### config.mk
export PLATFORM = sky130hd
export DESIGN_NAME = fifo1_enq_arbiter
export DESIGN_NICKNAME = d
export VERILOG_FILES = /design/src/rtl/fifo1_enq_arbiter.sv
export SDC_FILE = /design/constraint.sdc
export NUM_CORES = 1
export LEC_CHECK = 0
export ABC_AREA = 1
export CAP_MARGIN = 20
export CORE_AREA = 2 2 124 126
export CTS_CLUSTER_DIAMETER = 40
export DETAILED_ROUTE_END_ITERATION = 8
export DIE_AREA = 0 0 126 128
export HOLD_SLACK_MARGIN = 0.08
export PLACE_DENSITY = 0.76
export SLEW_MARGIN = 10
export SYNTH_ARGS = -nofsm -noshare
export SYNTH_HDL_FRONTEND = slang
export SYNTH_SLANG_ARGS = --single-unit
### constraint.sdc
create_clock -name CLK -period 4.56 [get_ports CLK]
set_clock_uncertainty 0.2 [all_clocks]
set_input_delay 0.912 -clock CLK [delete_from_list [all_inputs] [get_ports CLK]]
set_output_delay 0.912 -clock CLK [all_outputs]
set_load 0.02 [all_outputs]
### src/rtl/fifo1_enq_arbiter.sv
// Round-robin enqueue arbiter with burst locking in front of a single-entry FIFO.
// Drives the FIFO enq port, tags each beat with the winner index and counts accepted beats per requester.
module fifo1_enq_arbiter #(
  parameter int N      = 4,
  parameter int DATA_W = 32,
  parameter int BURST  = 4,
  parameter int CNT_W  = 16,
  localparam int TAG_W = $clog2(N),
  localparam int BC_W  = $clog2(BURST) + 1
) (
  input  logic                CLK,
  input  logic                nRST,
  input  logic [N-1:0]        req_valid,
  input  logic [N*DATA_W-1:0] req_data,
  output logic [N-1:0]        req_ack,
  output logic                in_enq_ena,
  output logic [DATA_W-1:0]   in_enq_v,
  input  logic                in_enq_rdy,
  output logic [TAG_W-1:0]    enq_tag,
  input  logic [TAG_W-1:0]    cnt_sel,
  input  logic                cnt_clear,
  output logic [CNT_W-1:0]    cnt_value,
  output logic                dbg_locked_o
);

  // Handshake: a requester holds req_valid (and its data) until it sees its
  // req_ack bit; a beat moves to the FIFO only in a cycle where in_enq_ena is
  // high, which requires a winner and in_enq_rdy, and implies exactly one ack.

  typedef enum logic {
    UNLOCKED = 1'b0,
    LOCKED   = 1'b1
  } lock_state_e;

  lock_state_e      state_q;
  logic [TAG_W-1:0] owner_q;
  logic [BC_W-1:0]  burst_cnt_q;
  logic [TAG_W-1:0] rr_ptr_q, rr_ptr_d;
  logic [CNT_W-1:0] cnt_q [N];
  logic [CNT_W-1:0] cnt_d [N];

  logic             lock_hold;
  logic             rr_found;
  logic [TAG_W-1:0] rr_idx;
  logic             win_valid;
  logic [TAG_W-1:0] win_idx;
  logic             fire;
  int               scan_pos;

  // Rotating scan starting at rr_ptr; the locked owner overrides it while still valid.
  always_comb begin
    rr_found = 1'b0;
    rr_idx   = '0;
    scan_pos = 0;
    for (int k = 0; k < N; k++) begin
      scan_pos = (int'(rr_ptr_q) + k) % N;
      if (!rr_found && req_valid[TAG_W'(scan_pos)]) begin
        rr_found = 1'b1;
        rr_idx   = TAG_W'(scan_pos);
      end
    end
    lock_hold = (state_q == LOCKED) && req_valid[owner_q];
    win_valid = lock_hold || rr_found;
    win_idx   = lock_hold ? owner_q : rr_idx;
  end

  // Outputs are gated by the async reset so an in-flight beat is dropped at once.
  assign fire         = win_valid && in_enq_rdy && !nRST;
  assign in_enq_ena   = fire;
  assign req_ack      = fire ? ({{(N-1){1'b0}}, 1'b1} << win_idx) : '0;
  assign in_enq_v     = (win_valid && !nRST) ? req_data[int'(win_idx)*DATA_W +: DATA_W] : '0;
  assign enq_tag      = (win_valid && !nRST) ? win_idx : '0;
  assign dbg_locked_o = (state_q == LOCKED);

  always_comb begin
    rr_ptr_d = rr_ptr_q;
    if (fire) begin
      rr_ptr_d = (win_idx == TAG_W'(N - 1)) ? '0 : win_idx + 1'b1;
    end
  end

  // Clear beats a same-cycle increment; counters stick at all-ones.
  always_comb begin
    for (int i = 0; i < N; i++) begin
      cnt_d[i] = cnt_q[i];
      if (cnt_clear && (cnt_sel == TAG_W'(i))) begin
        cnt_d[i] = '0;
      end else if (fire && (win_idx == TAG_W'(i)) && (cnt_q[i] != '1)) begin
        cnt_d[i] = cnt_q[i] + 1'b1;
      end
    end
  end

  assign cnt_value = (int'(cnt_sel) < N) ? cnt_q[cnt_sel] : '0;

  always_ff @(posedge CLK or posedge nRST) begin
    if (nRST) begin
      rr_ptr_q <= '0;
      for (int i = 0; i < N; i++) begin
        cnt_q[i] <= '0;
      end
    end else begin
      rr_ptr_q <= rr_ptr_d;
      for (int i = 0; i < N; i++) begin
        cnt_q[i] <= cnt_d[i];
      end
    end
  end

  // Lock FSM; with BURST == 1 the LOCKED state is unreachable.
  always_ff @(posedge CLK or posedge nRST) begin
    if (nRST) begin
      state_q     <= UNLOCKED;
      owner_q     <= '0;
      burst_cnt_q <= '0;
    end else begin
      case (state_q)
        UNLOCKED: begin
          if (fire && (BURST > 1)) begin
            state_q     <= LOCKED;
            owner_q     <= win_idx;
            burst_cnt_q <= BC_W'(1);
          end
        end
        LOCKED: begin
          if (!req_valid[owner_q]) begin
            // Owner dropped: this cycle already arbitrated among the others.
            if (fire) begin
              owner_q     <= win_idx;
              burst_cnt_q <= BC_W'(1);
            end else begin
              state_q     <= UNLOCKED;
              burst_cnt_q <= '0;
            end
          end else if (fire) begin
            if ((burst_cnt_q + 1'b1) == BC_W'(BURST)) begin
              state_q     <= UNLOCKED;
              burst_cnt_q <= '0;
            end else begin
              burst_cnt_q <= burst_cnt_q + 1'b1;
            end
          end
        end
        default: begin
          state_q     <= UNLOCKED;
          burst_cnt_q <= '0;
        end
      endcase
    end
  end

endmodule

Word level (Yosys, flattened, before mapping)
Index checks and enable logic that the tools add are counted.
{ "totals": {"ff_bits": 72, "in_bits": 138, "out_inout_bits": 56, "wordCells": 124} }
{ "op_classes": {"addsub": 9, "magnitude_cmp": 6, "eq_ne": 14, "shift": 2, "mux": 52, "bitwise": 2, "reduce_logical": 31} }
{ "op_table": {"columns": ["cell", "count"], "rows": [
  ["two-way mux 16 bit", 10],
  ["indexed part select 128 x 8 -> 32 bit", 1],
  ["adder 16 x 1 -> 16 bit, second input constant", 4],
  ["!= test 16 bit, second input constant", 4],
  ["binary-select mux 16 bit (select 2 bit)", 1],
  ["two-way mux 32 bit", 1],
  ["logical AND 1 bit", 19],
  ["two-way mux 1 bit", 18],
  ["two-way mux 2 bit", 9],
  ["< comparator 2 x 4 -> 1 bit, second input constant", 4],
  ["two-way mux 3 bit", 4],
  ["binary-select mux 1 bit (select 2 bit)", 5],
  ["equality test 2 bit, second input constant", 4],
  ["nonzero test 2 bit", 4],
  ["case mux 3 bit (2 select lines)", 1],
  ["adder 2 x 1 -> 2 bit, second input constant", 2],
  ["adder 2 bit, second input constant", 2],
  ["equality test 2 x 1 -> 1 bit, second input constant", 2],
  ["logical NOT 1 bit", 4],
  ["logical NOT 2 bit", 2],
  ["two-way mux 4 bit", 1],
  ["!= test 2 bit, second input constant", 2],
  ["case mux 2 bit (2 select lines)", 1],
  ["<< shifter 1 x 2 -> 4 bit, first input constant", 1],
  ["other kinds (10)", 10]
]} }

Depth between registers and ports, before layout
Gate-level depths: netlist (run 1).
{ "depth": {"depth_word": 20, "ltp_mapped": 22, "ltp_nobuf": 18} }

Worst setup path after synthesis (run 1)
No wires, ideal clock.
{ "synth_path": {"path_type": "in2out", "startpoint": "input port nRST", "endpoint": "output port in_enq_v[10]", "arrival_time_ns": 3.560, "required_time_ns": 3.448, "path_slack_ns": -0.112, "stages": 6, "path_buffers": 1, "cell_sequence": "inv_1 nand2_1 inv_1 buf_1 nand2_1 nor2_1"} }
{ "synth_via": {"elab_chain_cells": 3} }
{ "synth_rtl": {"columns": ["element", "line_no", "rtl"], "rows": [
  ["start: declaration", "12", "input logic nRST,"],
  ["logical NOT 1 bit (no line)", null, null],
  ["logical AND 1 bit", "71", "assign in_enq_v = (win_valid && !nRST) ? req_data[int'(win_idx)*DATA_W +: DATA_W] : '0;"],
  ["two-way mux 32 bit", "71", null],
  ["end: declaration", "17", "output logic [DATA_W-1:0] in_enq_v,"]
]} }
No other way between the ends.

Worst setup path in the final report (run 1)
{ "layout_path": {"startpoint": "input port req_valid[3]", "endpoint": "output port req_ack[2]"} }
{ "layout_via": {"elab_chain_cells": 17, "word_cells_on_any_way": 35, "cone_classes": "shift: 1; mux: 24; reduce/logical: 10"} }
{ "layout_rtl": {"columns": ["element", "line_no", "rtl"], "rows": [
  ["start: declaration", "13", "input logic [N-1:0] req_valid,"],
  ["binary-select mux 1 bit (select 2 bit)", "57", "if (!rr_found && req_valid[TAG_W'(scan_pos)]) begin"],
  ["two-way mux 1 bit (not written as such) (2 in a row)", "57", null],
  ["two-way mux 1 bit", "57", null],
  ["logical NOT 1 bit", "57", null],
  ["logical AND 1 bit", "57", null],
  ["two-way mux 1 bit", "57", null],
  ["logical NOT 1 bit", "57", null],
  ["logical AND 1 bit", "57", null],
  ["two-way mux 1 bit", "57", null],
  ["logical NOT 1 bit", "57", null],
  ["logical AND 1 bit", "57", null],
  ["two-way mux 1 bit", "57", null],
  ["logical OR 1 bit", "63", "win_valid = lock_hold || rr_found;"],
  ["logical AND 1 bit (2 in a row)", "68", "assign fire = win_valid && in_enq_rdy && !nRST;"],
  ["two-way mux 4 bit *", "70", "assign req_ack = fire ? ({{(N-1){1'b0}}, 1'b1} << win_idx) : '0;"],
  ["end: declaration", "15", "output logic [N-1:0] req_ack,"]
]} }
Mark *: on every way between the ends. The rest lies on a longest branch, timed or not. The select of a mux whose other input is x is not followed.

==> results of run 1 <==
-- path summary, 6_finish.rpt --
kind | startpoint | endpoint | slack (ps) | cells after the start
max | req_valid[3] | req_ack[2] | 200 | 14
min | burst_cnt_q[2] | burst_cnt_q[2] | 320 | 1
max reg2reg | rr_ptr_q[0] | cnt_q[2] | 1390 | 20
min reg2reg | burst_cnt_q[2] | burst_cnt_q[2] | 320 | 1
max in group asynchronous | nRST | cnt_q[20] | 2420 | 3
min in group asynchronous | nRST | burst_cnt_q[2] | 1120 | 3
-- sequential cells by signal, indices dropped and copies added (netlist names) --
name,count
rr_ptr_q,2
cnt_q,64
burst_cnt_q,3
owner_q,2
dbg_locked_o,1
-- cell usage in the layout, fill, tap and decap left out, types with 18 or more instances in the layout --
cell type / count
nand2_1: 377
nor2_1: 135
nand3_1: 123
clkdlybuf4s50_1: 159
dfrtp_1: 72
nand4_1: 41
buf_4: 18
inv_1: 72
xor2_1: 44
dlymetal6s2s_1: 27
-- worst max-delay path, cell delays in order --
cell and delay [ps]:
clkdlybuf4s50_1 450, inv_1 90, nand2_1 70, nand3_1 150, nand2_2 100, nor2_4 150
nand3_4 90, nand2_2 70, inv_2 50, nand2_4 100, buf_4 140, nand2_4 100
nor2_8 150, clkdlybuf4s50_1 640
-- kinds of logic after synthesis --
family | after synthesis
AO/OA/AOI/OAI | 64
XOR/XNOR | 50
adder cells (fa/ha/maj) | 7
buffers and inverters | 132
flip-flops | 72
AND/OR/NAND/NOR | 721
-- metrics by stage --
stage,utilization,power (mW),setup TNS [ps],setup slack (ps),hold WS [ps]
4_1_cts,0.5995,6.092,0,2.237,320.6
3_3_place_gp,0.5801,5.382,-6.239,-6.239,303.3
3_5_place_dp,0.5801,5.408,-76.35,-48.41,307.2
6_report,0.6045,6.054,0,195.9,315.2
5_1_grt,0.6045,6.571,0,1.638,334.3
2_1_floorplan,-,3.997,0,593.0,283.5
-- layer usage --
metal  routed length, um  up-vias  global-route usage
met3                1202       47             0.03172
met5                   0        -                   0
met2               10420      275              0.4352
met1                9168     3376              0.3414
li1                    -     3733                   -
met4                 487        0             0.07240
-- repair_timing --
item                                    4_1_cts  5_1_grt
resized for setup                             7       28
setup buffers                                 0        0
endpoints found under the setup margin        7       27
-- power by group through the flow --
stage,Combinational (mW),Sequential (mW),Clock (mW)
4_1_cts,4.43,0.945,0.718
3_5_place_dp,4.45,0.954,0
3_3_place_gp,4.43,0.951,0
5_1_grt,4.86,0.967,0.749
6_report,4.40,0.948,0.708
2_1_floorplan,3.10,0.897,0
-- layout make-up --
class                      count  area (um2)  area share
clock inverter                 6       67.56    0.007519
timing repair buffer         216        2233      0.2485
inverter                      81       310.3     0.03453
clock buffer                  10       229.0     0.02548
sequential                    72        1802      0.2005
multi-input combinational    842        4109      0.4573
tap                          188       235.2     0.02618
==> out/results.txt, run 1 <==
CP required -> 3450 ps
Vias/cell -> 5.252
syn_nets -> 1191
buffers added on ports -> 193
DR pass1 iterations -> 6
NumNets Final -> 1367
post-synth top area share -> 0.2755
path type of the worst setup path -> primary input to primary output
# rows -> 45
vias in the first global route -> 6719
layout cells sized above 1 -> 0.05786
GRT overflow -> 0
post-synthesis mux area share -> 0
Commonest cells post-synth -> nand2_1 (377), nor2_1 (135), nand3_1 (123), inv_1 (73), dfrtp_1 (72)
XOR/XNOR Fraction of Synth Area -> 0.06697
CTS buffer count -> 9
post-synthesis sequential area ratio -> 0.2755
maximum fanout along the worst path -> 4
largest area contributor in the netlist -> dfrtp_1
n_diodes -> 0
CTS sink count -> 72
Synthesis Warnings -> 0
residual DRC count -> 0
most frequent cell after synthesis -> nand2_1
Total Routing Usage GR -> 0.2550
cts hold-fix bufs -> 0
post-synthesis adder-cell area fraction -> 0.01339
Final Hold Fails -> 0
Fillers -> 1396
Post-Synth Simple-Gate Area -> 0.4843
Gate power share -> 0.726
HPWL after DPL -> 15780 um
pwr/cell area -> 673.7 mW/mm2
kind of start point of the critical path -> primary input
global-route wire length before repair -> 33910 um
clock share of power -> 0.117
Yosys reg bits -> 72
synthesized cell area -> 0.006539 mm2
EDFF count, synth -> 0
Hold Crit Class -> register to register
vias -> 7431
placed instance area -> 0.008623 mm2
compound-gate portion of the synthesized area -> 0.06372
minimum clock period -> 4364 ps
post-route design area -> 0.008986 mm2
IO Pins -> 194
Sw Ratio -> 0.5193
actual slew at the worst max-slew pin -> 982.4 ps
die width -> 126 um
endpoints failing setup -> 0
ANT nets after route -> 0
Period Utilization, post-route -> 0.9570
Max-Cap Viols -> 0
ys async rst share -> 1.000
status -> complete, no violations
clock slew seen by the registers of the worst setup and hold paths -> 60 ps
H-tree levels -> 3
P_int -> 2.910 mW
DRT Wirelength -> 21280 um
Crit. End Element -> primary output
syn_area_per_cell -> 6.251 um2
Post-Layout Cell Count -> 1415
CTS tree -> built
top_reg_cell synth -> dfrtp_1
Highest Clock Rate -> 229.1 MHz
main combinational cell family by area after synthesis -> simple AND/OR/NAND/NOR gates
Flop pwr share -> 0.157
routed length per instance -> 15.04 um
CTS root buf -> clkbuf_16
Synth area leaders -> dfrtp_1 (28%), nand2_1 (22%), nand3_1 (9.4%), nor2_1 (7.7%), xor2_1 (5.9%)
peak supply drop -> 537.0 uV
slew margin rel. -> 0.3435
core area -> 0.01486 mm2
initial antenna violation count -> 0
Initial Utilization -> 0.4399
Switch Pwr -> 3.144 mW
unrepaired setup endpoints after global routing -> no
# placed instances -> 1399
P&R area growth vs syn -> 37.43%
Pins Over Slew Limit -> 0
Post-Synthesis Cells -> 1046
drt initial violations -> 674
Lkg Pwr -> 4.722 nW
Clock Path Buffers -> 2
GPL Wtd Cong -> 0.9108
Clock Latency Late Sink -> 340 ps
Cell variety after synth -> 41
Die ar. -> 0.01613 mm2
Chip Height -> 128 um
pin count of the biggest net entering global routing -> 73
Worst Path Arrival -> 3250 ps
Note: power is estimated with default switching activity, not from simulation.
==> run 2, diff against run 1 <==
--- a/config.mk
+++ b/config.mk
@@ -6,7 +6,7 @@
 export NUM_CORES = 1
 export LEC_CHECK = 0
 export ABC_AREA = 1
-export CAP_MARGIN = 20
+export CAP_MARGIN = 25
 export CORE_AREA = 2 2 124 126
 export CTS_CLUSTER_DIAMETER = 40
 export DETAILED_ROUTE_END_ITERATION = 8
==> run 2 against run 1 <==
Routed wire length about the same. Worst setup slack hardly changed. Flip-flop and latch count unchanged. Sequential share of layout area down 0.061 points. Register-to-register slack hardly changed. Via count about the same. Critical path type unchanged. Largest power group unchanged. Highest routed layer unchanged.
==> out/results.txt, run 2 (synthesis results as in run 1) <==
Chip Height -> 128 um
Hold Crit Class -> register to register
Gate power share -> 0.727
P_int -> 2.913 mW
routed length per instance -> 15.02 um
buffers added on ports -> 193
wl on met1 -> 9117 um
CP max stage delay -> 640 ps
NumNets Final -> 1368
CTS sink count -> 72
Highest Clock Rate -> 229.1 MHz
highest layer used for signal routing -> met4
# rows -> 45
slew margin rel. -> 0.3410
Multi-input gate area -> 0.004109 mm2
Clock Latency Late Sink -> 340 ps
maximum fanout along the worst path -> 4
Critical-path top delay cell -> clkdlybuf4s50_1
CTS root buf -> clkbuf_16
Die ar. -> 0.01613 mm2
Pins Over Slew Limit -> 0
unrepaired setup endpoints after global routing -> no
Sw Ratio -> 0.5185
DR pass1 iterations -> 6
largest registers -> cnt_q (64), burst_cnt_q (3)
Vias/cell -> 5.249
peak supply drop -> 535.9 uV
Switch Pwr -> 3.137 mW
most frequent cells in the layout -> nand2_1 (377), clkdlybuf4s50_1 (159), nor2_1 (135)
IO Pins -> 194
H-tree levels -> 3
Fillers -> 1393
Total Routing Usage GR -> 0.2550
worst path bufs/invs -> 5
ANT nets after route -> 0
dpl ws -> -48.41 ps
CTS buffer count -> 9
cell family with most CP delay -> buffers and inverters
Final Hold Fails -> 0
vias -> 7432
Lkg Pwr -> 4.734 nW
pwr/cell area -> 671.1 mW/mm2
Setup WS post-layout -> 195.5 ps
initial antenna violation count -> 0
CP required -> 3450 ps
Pwr Total -> 6.049 mW
Met3 Routed Length -> 1278 um
met2 WL -> 10430 um
actual slew at the worst max-slew pin -> 986.1 ps
minimum clock period -> 4364 ps
Largest Register -> cnt_q
path type of the worst setup path -> primary input to primary output
endpoints failing setup -> 0
layout cells sized above 1 -> 0.05863
vias in the first global route -> 6719
die width -> 126 um
GPL Wtd Cong -> 0.9108
CP Cell Sequence -> clkdlybuf4s50_1 -> inv_1 -> nand2_1 -> nand3_1 -> nand2_2 -> nor2_4 -> nand3_4 -> nand2_2 -> inv_2 -> nand2_4 -> buf_4 -> nand2_4 -> nor2_8 -> clkdlybuf4s50_1
register cell area after layout -> 0.001802 mm2
pin count of the biggest net entering global routing -> 73
clock slew seen by the registers of the worst setup and hold paths -> 60 ps
n_diodes -> 0
GRT overflow -> 0
kind of start point of the critical path -> primary input
max reg flops -> 64
Clock Path Buffers -> 2
residual DRC count -> 0
Post-Layout Cell Count -> 1416
Flop pwr share -> 0.157
CTS tree -> built
Crit. End Element -> primary output
# placed instances -> 1399
HPWL after DPL -> 15780 um
Worst Path Arrival -> 3250 ps
clock share of power -> 0.117
drt initial violations -> 649
Max-Cap Viols -> 0
setup TNS -> 0 ps
P&R area growth vs syn -> 37.85%
Period Utilization, post-route -> 0.9571
global-route wire length before repair -> 33910 um
status -> complete, no violations
Initial Utilization -> 0.4399
DRT Wirelength -> 21270 um
commonest non-fill, non-tap cell in the layout -> nand2_1
core area -> 0.01486 mm2
run 2: cell types whose count changed in the layout (fill, tap and decap cells not counted), sizes merged:
| cell | delta |
|---|---|
| buf | +1 |
run 2: worst paths after layout:
| kind | slack, ps | cells after the start | start | endpoint |
|---|---|---|---|---|
| worst min register to register | 320 | 1 | burst_cnt_q[2] | burst_cnt_q[2] |
| worst max register to register | 1390 | 20 | rr_ptr_q[0] | cnt_q[2] |
| max in group asynchronous | 2700 | 4 | nRST | cnt_q[56] |
| min in group asynchronous | 890 | 3 | nRST | dbg_locked_o |
| worst max-delay path | 200 | 14 | req_valid[3] | req_ack[2] |
| worst min-delay path | 320 | 1 | burst_cnt_q[2] | burst_cnt_q[2] |
run 2: final cells by class:
class,instances,area share
inverters,81,0.03443
multi-input cells,842,0.4559
clock inverters,6,0.007496
clock buffers,10,0.02540
well taps,188,0.02610
flip-flops and latches,72,0.1999
repair buffers,217,0.2508
run 2: worst register-to-register path: cells and delay by family, from the launching register on:
| kind | cells | cell delay [ps] |
|---|---|---|
| AND/OR/NAND/NOR | 11 | 1280 |
| AO/OA/AOI/OAI | 2 | 200 |
| adder cells (fa/ha/maj) | 1 | 180 |
| buffers and inverters | 6 | 610 |
| flip-flops | 1 | 580 |
run 2: what timing repair did:
action,4_1_cts,5_1_grt
gates resized for setup,7,28
hold buffers,0,0
setup buffers,0,0
endpoints found under the setup margin,7,27
pin swaps,0,0
cloned,0,0
run 2: stage by stage:
stage	hold slack (ps)	area [um2]	util
3_3_place_gp	303.3	8623	0.5801
4_1_cts	320.6	8911	0.5995
2_1_floorplan	283.5	6543	-
3_5_place_dp	307.2	8623	0.5801
6_report	315.7	9014	0.6064
5_1_grt	334.3	9014	0.6064
run 2: routing by layer:
layer,GRT usage,up-vias
met4,0.07240,0
li1,-,3740
met1,0.3414,3371
met5,0,-
met3,0.03172,41
met2,0.4352,280
run 2: power groups by stage:
| stage | clock [mW] | combinational [mW] | sequential (mW) |
|---|---|---|---|
| detailed placement | 0 | 4.45 | 0.954 |
| finish | 0.705 | 4.40 | 0.947 |
| CTS | 0.718 | 4.43 | 0.945 |
| floorplan | 0 | 3.10 | 0.897 |
| global route | 0.749 | 4.86 | 0.967 |
| global placement | 0 | 4.43 | 0.951 |
==> run 3, diff against run 2 <==
==> constraint.sdc (replaced) <==
create_clock -name CLK -period 4.3 [get_ports CLK]
set_clock_uncertainty 0.2 [all_clocks]
set_input_delay 0.86 -clock CLK [delete_from_list [all_inputs] [get_ports CLK]]
set_output_delay 0.86 -clock CLK [all_outputs]
set_load 0.02 [all_outputs]
==> run 3 against run 2 <==
Final cell count grew 0.42%. Combinational power grew 4%. Non-clock buffer count grew 8. Die area is the same. Via count shrank 0.22%. Largest cell class unchanged. Sequential share of layout area grew 0.28 points. Count of clock-buffer cells in the layout grew 1. First-iteration DRC count shrank 5.9%. Clock power grew 5.2%. Worst hold slack lost 0.75 ps.
==> out/results.txt, run 3 (synthesis results as in run 1) <==
minimum clock period -> 4141 ps
met3 Usage GRT -> 0.04800
Final Hold Fails -> 0
WHS Endpoint -> burst_cnt_q[2]
cts hold-fix bufs -> 0
Global Route met1 Usage -> 0.3378
initial antenna violation count -> 0
kind of start point of the critical path -> primary input
vias in the first global route -> 6651
Flop pwr share -> 0.159
HPWL after DPL -> 15530 um
GPL Wtd Cong -> 0.8821
GRT busiest layer -> met2
Critical R2R Launch -> rr_ptr_q[0]
path type of the worst setup path -> primary input to primary output
Hold Crit Class -> register to register
pin count of the biggest net entering global routing -> 73
Vias/cell -> 5.215
Max-Cap Viols -> 0
Fillers -> 1414
die width -> 126 um
slew margin rel. -> 0.3234
ANT nets after route -> 0
DR pass1 iterations -> 5
CTS buffer count -> 9
# rows -> 45
n_diodes -> 0
cell family with most CP delay -> buffers and inverters
Clock Latency Late Sink -> 340 ps
Total Routing Usage GR -> 0.2551
Switch Pwr -> 3.337 mW
CTS tree -> built
Period Utilization, post-route -> 0.9631
r2r worst-path depth -> 19
residual DRC count -> 0
buffers added on ports -> 193
DRT Wirelength -> 21130 um
worst path bufs/invs -> 7
core area -> 0.01486 mm2
Post-Layout Cell Count -> 1422
GRT overflow -> 0
Chip Height -> 128 um
NumNets Final -> 1376
CP Cell Sequence -> clkdlybuf4s50_1 -> inv_1 -> nand2_1 -> nand3_1 -> nand2_2 -> inv_2 -> nand2_1 -> nand2_1 -> nand3_2 -> nand2_4 -> inv_2 -> buf_4 -> ha_1 -> inv_1 -> nor2_2 -> clkdlybuf4s15_1
layout cells sized above 1 -> 0.07942
largest registers -> cnt_q (64), burst_cnt_q (3)
# placed instances -> 1408
CP required -> 3240 ps
dpl ws -> -176.7 ps
routed length per instance -> 14.86 um
endpoints failing setup -> 0
maximum fanout along the worst path -> 6
clock share of power -> 0.117
status -> complete, no violations
hold_sp -> burst_cnt_q[2]
reg-to-reg slack, setup -> 1130 ps
Post CTS Setup Buffer Count -> 0
Critical-path top delay cell -> clkdlybuf4s50_1
P_int -> 2.986 mW
vias -> 7416
CTS sink count -> 72
Reg2Reg Capture Point -> cnt_q[5]
hold path depth -> 1
Sw Ratio -> 0.5278
peak supply drop -> 475.9 uV
Highest Clock Rate -> 241.5 MHz
CTS root buf -> clkbuf_16
clock slew seen by the registers of the worst setup and hold paths -> 60 ps
Worst Path Arrival -> 3080 ps
commonest non-fill, non-tap cell in the layout -> nand2_1
Die ar. -> 0.01613 mm2
max reg flops -> 64
Levels on crit path -> 16
Largest Register -> cnt_q
most repeated library cell on the critical path -> nand2_1
IO Pins -> 194
actual slew at the worst max-slew pin -> 1012 ps
register cell area after layout -> 0.001802 mm2
Multi-input gate area -> 0.004109 mm2
Setup WS post-layout -> 158.5 ps
Gate power share -> 0.724
Clock Path Buffers -> 2
post-route design area -> 0.008890 mm2
H-tree levels -> 3
pwr/cell area -> 711.3 mW/mm2
CP max stage delay -> 490 ps
Lkg Pwr -> 4.470 nW
drt initial violations -> 611
placed instance area -> 0.008703 mm2
Crit. End Element -> primary output
P&R area growth vs syn -> 35.95%
global-route wire length before repair -> 33840 um
Initial Utilization -> 0.4399
Pins Over Slew Limit -> 0
met2 Usage GRT -> 0.4187
most frequent cells in the layout -> nand2_1 (377), clkdlybuf4s50_1 (156), nor2_1 (135)
-- run 3: cell type report --
cell class	count	area share
Clock buffer	11	0.02730
Clock inverter	3	0.004926
Inverter	81	0.03491
Multi-Input combinational cell	842	0.4622
Sequential cell	72	0.2027
Tap cell	188	0.02646
Timing Repair Buffer	225	0.2415
-- run 3: power by group through the flow --
| stage | Sequential (mW) | Clock, mW | Combinational (mW) |
|---|---|---|---|
| finish | 1.00 | 0.742 | 4.58 |
| global route | 1.02 | 0.784 | 5.08 |
| CTS | 0.999 | 0.756 | 4.63 |
| detailed placement | 1.01 | 0 | 4.83 |
| global placement | 1.01 | 0 | 4.79 |
| floorplan | 0.951 | 0 | 3.29 |
-- run 3: timing repair --
item | CTS | global route
gates cloned | 0 | 0
endpoints found under the setup margin | 33 | 29
gates resized for setup | 33 | 49
-- run 3: worst max path at each step --
stage / startpoint / end / slack [ps]
floorplan: nRST / req_ack[0] / 440
detailed placement: req_valid[3] / in_enq_v[10] / -180
CTS: req_valid[3] / req_ack[2] / 30
global placement: req_valid[3] / in_enq_v[10] / -110
finish: req_valid[3] / req_ack[3] / 160
global route: req_valid[3] / in_enq_v[30] / -4
-- run 3: worst reg2reg max path, cell delays in order, from the launching register on --
cell and delay, ps:
dfrtp_1 570, inv_4 120, nand2_1 120, nand3_1 120, nand2_2 130, inv_2 60
nand2_1 70, nand2_1 60, nand3_2 100, nand2_4 90, inv_2 140, buf_4 140
ha_1 130, inv_1 40, nor2_2 170, buf_4 150, o21ai_2 90, nand2_2 360
nand3_1 130, o21ai_1 100
-- run 3: per-layer routing --
metal	wire length, um	vias to the layer above
li1	-	3754
met1	9081	3356
met2	10010	254
met3	1408	52
met4	637	0
met5	0	-
-- run 3: stage by stage --
stage | hold WS, ps | setup TNS [ps] | util | power, mW
after floorplan | 283.5 | 0 | - | 4.239
after global placement | 300.1 | -1996 | 0.5855 | 5.804
after detailed placement | 306.8 | -3864 | 0.5855 | 5.840
after CTS | 319.9 | 0 | 0.6020 | 6.384
after global routing | 327.3 | -3.788 | 0.5981 | 6.886
final | 315.0 | 0 | 0.5981 | 6.323
